## config.mk

```make
export PLATFORM = sky130hd
export DESIGN_NAME = ioreg_led_capture
export DESIGN_NICKNAME = d
export VERILOG_FILES = /design/src/rtl/ioreg_led_capture.sv
export SDC_FILE = /design/constraint.sdc
export NUM_CORES = 1
export LEC_CHECK = 0
export CORE_MARGIN = 2
export CORE_UTILIZATION = 50
export DETAILED_ROUTE_END_ITERATION = 8
export GPL_ROUTABILITY_DRIVEN = 0
export GPL_TIMING_DRIVEN = 0
export PLACE_DENSITY_LB_ADDON = 0.08
export RECOVER_POWER = 50
export SLEW_MARGIN = 20
export SYNTH_ARGS = -nofsm -noshare
export SYNTH_HDL_FRONTEND = slang
export SYNTH_SLANG_ARGS = --single-unit
```

## constraint.sdc

```tcl
create_clock -name clk -period 4.3 [get_ports clk]
set_clock_uncertainty 0.2 [all_clocks]
set_input_delay 0.86 -clock clk [delete_from_list [all_inputs] [get_ports clk]]
set_output_delay 0.86 -clock clk [all_outputs]
set_load 0.01 [all_outputs]
```

## src/rtl/ioreg_led_capture.sv

```systemverilog
// Free-running counter with run enable and key-triggered MSB snapshot onto LEDs.
// Optional input debounce filter selected by defining IOREG_DEBOUNCE_EN.
module ioreg_led_capture #(
  parameter int LEDS_NR      = 6,
  parameter int CTR_W        = 26,
  parameter int INV_BTN      = 1,
  parameter int CAPTURE_MODE = 1,
  parameter int DEB_CYC      = 16
) (
  input  logic               clk,
  input  logic               rst_i,
  input  logic               run_i,
  input  logic               key_i,
  output logic [LEDS_NR-1:0] led,
  output logic [7:0]         cap_cnt_o
);

  localparam int SNAP_W = LEDS_NR - 1;

  // Button vectors: bit 1 = run, bit 0 = key.
  logic [1:0]         w_raw;
  logic [1:0]         r_sync0;
  logic [1:0]         r_sync1;
  logic [1:0]         w_filt;
  logic               w_run_s;
  logic               w_key_s;
  logic [1:0]         r_prime;
  logic               r_armed;
  logic               r_key_d;
  logic               w_press;
  logic               w_load;
  logic [CTR_W-1:0]   r_ctr;
  logic [SNAP_W-1:0]  r_snap;
  logic [7:0]         r_cap;
  logic [LEDS_NR-1:0] r_led;

  assign w_raw = {run_i, key_i} ^ ((INV_BTN != 0) ? 2'b11 : 2'b00);

  always_ff @(posedge clk or posedge rst_i) begin
    if (rst_i) begin
      r_sync0 <= '0;
      r_sync1 <= '0;
    end else begin
      r_sync0 <= w_raw;
      r_sync1 <= r_sync0;
    end
  end

`ifdef IOREG_DEBOUNCE_EN
  localparam int DCW = $clog2(DEB_CYC + 1);

  logic [DCW-1:0] r_deb_cnt [2];
  logic [1:0]     r_filt;

  always_ff @(posedge clk or posedge rst_i) begin
    if (rst_i) begin
      r_filt       <= '0;
      r_deb_cnt[0] <= '0;
      r_deb_cnt[1] <= '0;
    end else begin
      for (int unsigned i = 0; i < 2; i++) begin
        if (r_sync1[i] == r_filt[i]) begin
          r_deb_cnt[i] <= '0;
        end else if (r_deb_cnt[i] == DCW'(DEB_CYC - 1)) begin
          r_filt[i]    <= r_sync1[i];
          r_deb_cnt[i] <= '0;
        end else begin
          r_deb_cnt[i] <= r_deb_cnt[i] + DCW'(1);
        end
      end
    end
  end

  assign w_filt = r_filt;
`else
  logic w_unused_deb;
  assign w_unused_deb = (DEB_CYC < 2);
  assign w_filt       = r_sync1;
`endif

  assign w_run_s = w_filt[1];
  assign w_key_s = w_filt[0];

  // A key held through reset release must be seen released at the synchroniser
  // output before any edge or level capture is honoured.
  assign w_press = w_key_s & ~r_key_d & r_armed;
  assign w_load  = (CAPTURE_MODE != 0) ? w_press : (w_key_s & r_armed);

  always_ff @(posedge clk or posedge rst_i) begin
    if (rst_i) begin
      r_prime <= '0;
      r_armed <= 1'b0;
      r_key_d <= 1'b0;
      r_ctr   <= '0;
      r_snap  <= '0;
      r_cap   <= '0;
      r_led   <= '0;
    end else begin
      r_prime <= {r_prime[0], 1'b1};
      if (r_prime[1] && !r_sync1[0]) begin
        r_armed <= 1'b1;
      end
      r_key_d <= w_key_s;
      if (w_run_s) begin
        r_ctr <= r_ctr + CTR_W'(1);
      end
      if (w_load) begin
        r_snap <= r_ctr[CTR_W-2 -: SNAP_W];
      end
      if (w_press && (r_cap != 8'hFF)) begin
        r_cap <= r_cap + 8'd1;
      end
      r_led <= {r_ctr[CTR_W-1], r_snap};
    end
  end

  assign led       = r_led;
  assign cap_cnt_o = r_cap;

endmodule
```

After elaboration in Yosys (flattened, before gate mapping)
Cells that the tools add are included.
- flip-flop bits (word level): 53
- input port bits: 4
- word-level logic and storage cells: 19
- add/sub/neg operators: 2
- equality and inequality tests: 1
- bitwise gates (word level): 4
- reduce and logical (&&, ||, !) cells: 3
- operator list (operator ; count):
    $add A26 B1 Y26 const B ; 1
    $add A8 B1 Y8 const B ; 1
    $ne A8 B8 Y1 const B ; 1
    $and A1 B1 Y1 ; 2
    $logic_and A1 B1 Y1 ; 2
    $not A2 Y2 ; 1
    $logic_not A1 Y1 ; 1
    $not A1 Y1 ; 1

Longest topological paths before layout
- depth after elaboration: 4
- depth in mapped cells: 6
- gate-level depth less buffers: 5

Worst setup path before layout
No wires, ideal clock.
- path type: register to register
- from: register r_cap[2], in the netlist cap_cnt_o[2]
- to: register r_cap[1], in the netlist cap_cnt_o[1]
- library setup time: 125 ps
- data arrival time: 1402 ps
- required time: 3975 ps
- setup slack: 2573 ps
- cell stages (with the launch flop): 5
- clock period less this slack: 1727 ps
- cells stage by stage: dfrtp_1 > and4_1 > and4_1 > nand2b_1 > mux2_2
- word-level cells in the longest chain between the ends: 2
- ends and longest elaborated chain (what ; RTL line ; RTL):
    start: declaration ; 34 ; logic [7:0] r_cap;
    start signal: assignment ; 111 ; r_cap <= r_cap + 8'd1;
    $ne A8 B8 Y1 ; 110 ; if (w_press && (r_cap != 8'hFF)) begin
    $logic_and A1 B1 Y1 ; 110 ;
No other way between the ends.
A chain may end at the register's enable or synchronous reset.

Final worst setup path
- from: register r_cap[2], in the netlist cap_cnt_o[2]
- to: output port cap_cnt_o[2]
- RTL lines (what ; RTL line ; RTL):
    end: declaration ; 15 ; output logic [7:0] cap_cnt_o
No word-level cell between the ends.

==> results.md <==
* Slew margin rel. at 0.5418
* Ys async rst share at 1.000
* Period minus WS final at about 2.4 ns
* Crit. End Element: output pin
* Pwr/cell area at just under 500 nW/um^2
* Remaining Overflow, GRT at 0
* Outcome: complete, no violations
* Die area at ~4800 um^2
* Placement Setup Slack at 2.267 ns
* Lkg Pwr at ~1.2 nW
* Worst hold margin at around 0.16 ns
* Reg clk slew, reported paths at 0.10 ns
* DR WL/cell at 13.59 um
* Hold Path End: r_prime[1]
* 1st-pass router iterations at 4
* Final cell count without fillers at between 200 and 250
* Maximum vdd drop at about 270 uV
* CP Launch Type: flop
* Synth cell types at 24
* Buffers plus inverters on the worst setup path at 1
* CTS root buffer: clkbuf_8
* Pin count of the biggest net entering global routing at 38
* Yosys reg bits at 53
* Hold path cells at 0
* CTS Buffer Depth at 2
* Final net count at 200
* Setup Viol. Count Final at 0
* # diodes at 0
* Vias at between 1000 and 1500
* Post-layout util at 0.6171
* GR Util All Layers at 0.1753
* Drt drc at 0
* Worst path max stage delay at 0.57 ns
* First-pass GRT wire length at 5.927 mm
* Post-CTS setup repair buffer count at 0
* Max-slew violation count at 0
* Htree depth at 2
* Vias in the first global route at about 1300
* Final HPWL DP at 2.334 mm
* Initial antenna violation count at 0
* Final hold viol count at 0
* Critical Path AT at ~1.3 ns
* Ports at 18
* Skew-Pair Late Insertion Delay at between 0.3 and 0.4 ns
* Finished Cell Area at around 2500 um^2
* Initial Util at 0.5242
* CTS tree: built
* Share of cells above drive strength 1 at 0.07692
* Post-cts sizing count at 0
* Main synth FF type: dfrtp_1
* Family with the most delay on the worst path: buffers and inverters
* Post-synth top area share at 0.6280
* WP data required at about 3.2 ns
* Seq/Total Area, Yosys at 0.6280
* Inserted Clock Buffers at 5
* Rows at 23
* DRT iter0 DRCs at between 40 and 50
* Kind of critical path: reg -> out
* Post-Synthesis Cell Area at about 2100 um^2
* Fmax at ~420 MHz
* Area contributors post-synth: dfrtp_1 (63%), xnor2_1 (10%), nand2_1 (4.1%)
* R2R depth at 5
* Port-buffer cells at 17
* Vias/cell at between 5 and 6
* CP max-delay cell: clkdlybuf4s50_1
* Largest area contributor in the netlist: dfrtp_1
* Final period util at 0.5532
* EDFF count, synth at 0
* Critical Path Fanout Max at 6
* Routed WL at 3.329 mm
* DRT antenna net count at 0
* Die height at 68.99 um
* CTS sink cnt at 53
* Core area at about 4000 um^2
* Total power at 1.218 mW
* FF-to-FF setup slack at roughly 2.2 ns
* Worst r2r src: r_sync1[1]
* Hold_sp: r_prime[0]
* Dpl cells at between 200 and 250
* Cell Chain, Critical Path: clkdlybuf4s50_1
* Syn_nets at between 150 and 200
* Total of max-cap violations at 0
* R2r endpoint: r_ctr[23]
* Worst-Margin Slew at approximately 0.69 ns
* Syn Inst Count at between 150 and 200
* TNS Setup at 0 ns
* Count leader, synth: dfrtp_1
* Setup ws final at 1.921 ns
* Die Span X at between 60 and 70 um
* Area growth, synth to finish at 17.71%
* Avg Synthesized Cell Area at ~12 um^2
* Placed inst area at around 2400 um^2
* Synth cell count leaders: dfrtp_1 (53), xnor2_1 (24), nand2_1 (23)
* Worst Hold Class: reg -> reg
* CTS hold repair buffers at 0
* Unrepaired setup endpoints after global routing: false
* Yosys warning count at 0
==> power by group <==
| part | switching, mW | internal, mW | total (mW) |
|---|---|---|---|
| clock | 0.161 | 0.234 | 0.395 |
| sequential | 0.0739 | 0.558 | 0.631 |
| combinational | 0.0853 | 0.107 | 0.192 |
| total | 0.320 | 0.898 | 1.22 |
==> cells in the final DEF, fill, tap and decap left out, types with 7 or more instances in the layout <==
cell type        instances
nand4_1                  9
nand2_1                 23
clkdlybuf4s50_1         14
dfrtp_1                 53
xnor2_1                 24
inv_1                    7
xor2_1                   8
nand3_1                 13
==> worst max path at each step <==
stage,from,to,slack [ns],cells past startpoint
final,cap_cnt_o[2],cap_cnt_o[2],1.92,1
after floorplan,rst_i,cap_cnt_o[0],1.95,1
after global placement,rst_i,r_ctr[16],1.11,2
after CTS,cap_cnt_o[2],cap_cnt_o[2],1.90,1
after detailed placement,cap_cnt_o[2],cap_cnt_o[2],2.27,1
after global routing,cap_cnt_o[2],cap_cnt_o[2],1.85,1
==> state kept, by name, summed over array words and instances, names as in the netlist <==
name	cells
r_ctr	26
r_key_d	1
r_snap	5
r_armed	1
led	6
cap_cnt_o	8
r_sync1	2
r_prime	2
r_sync0	2
==> kinds of logic after synthesis <==
| kind of cell | count (synthesis) | synth area share |
|---|---|---|
| mux | 2 | 0.01066 |
| compound gates | 2 | 0.007704 |
| xor+xnor | 32 | 0.1327 |
| flops | 53 | 0.6280 |
| simple gates | 66 | 0.1860 |
| fa+ha+maj | 2 | 0.01185 |
| other cells | 1 | 0.001776 |
| buf+inv | 11 | 0.02133 |
==> routing by layer <==
layer | routed length [um] | track usage
met2 | 1686 | 0.2993
met4 | 78 | 0.08824
met5 | 0 | 0
met1 | 1467 | 0.2077
met3 | 97 | 0.03896
==> area by class of cell <==
| cell class | instances | area (um^2) |
|---|---|---|
| Clock buffer | 5 | 68.82 |
| Clock inverter | 3 | 68.82 |
| Sequential cell | 53 | 1326 |
| Fill cell | 334 | 1543 |
| Tap cell | 50 | 62.56 |
| Multi-Input combinational cell | 105 | 725.7 |
| Timing Repair Buffer | 18 | 190.2 |
| Buffer | 4 | 17.52 |
| Inverter | 7 | 26.28 |
(Power assumes the default switching activity.)
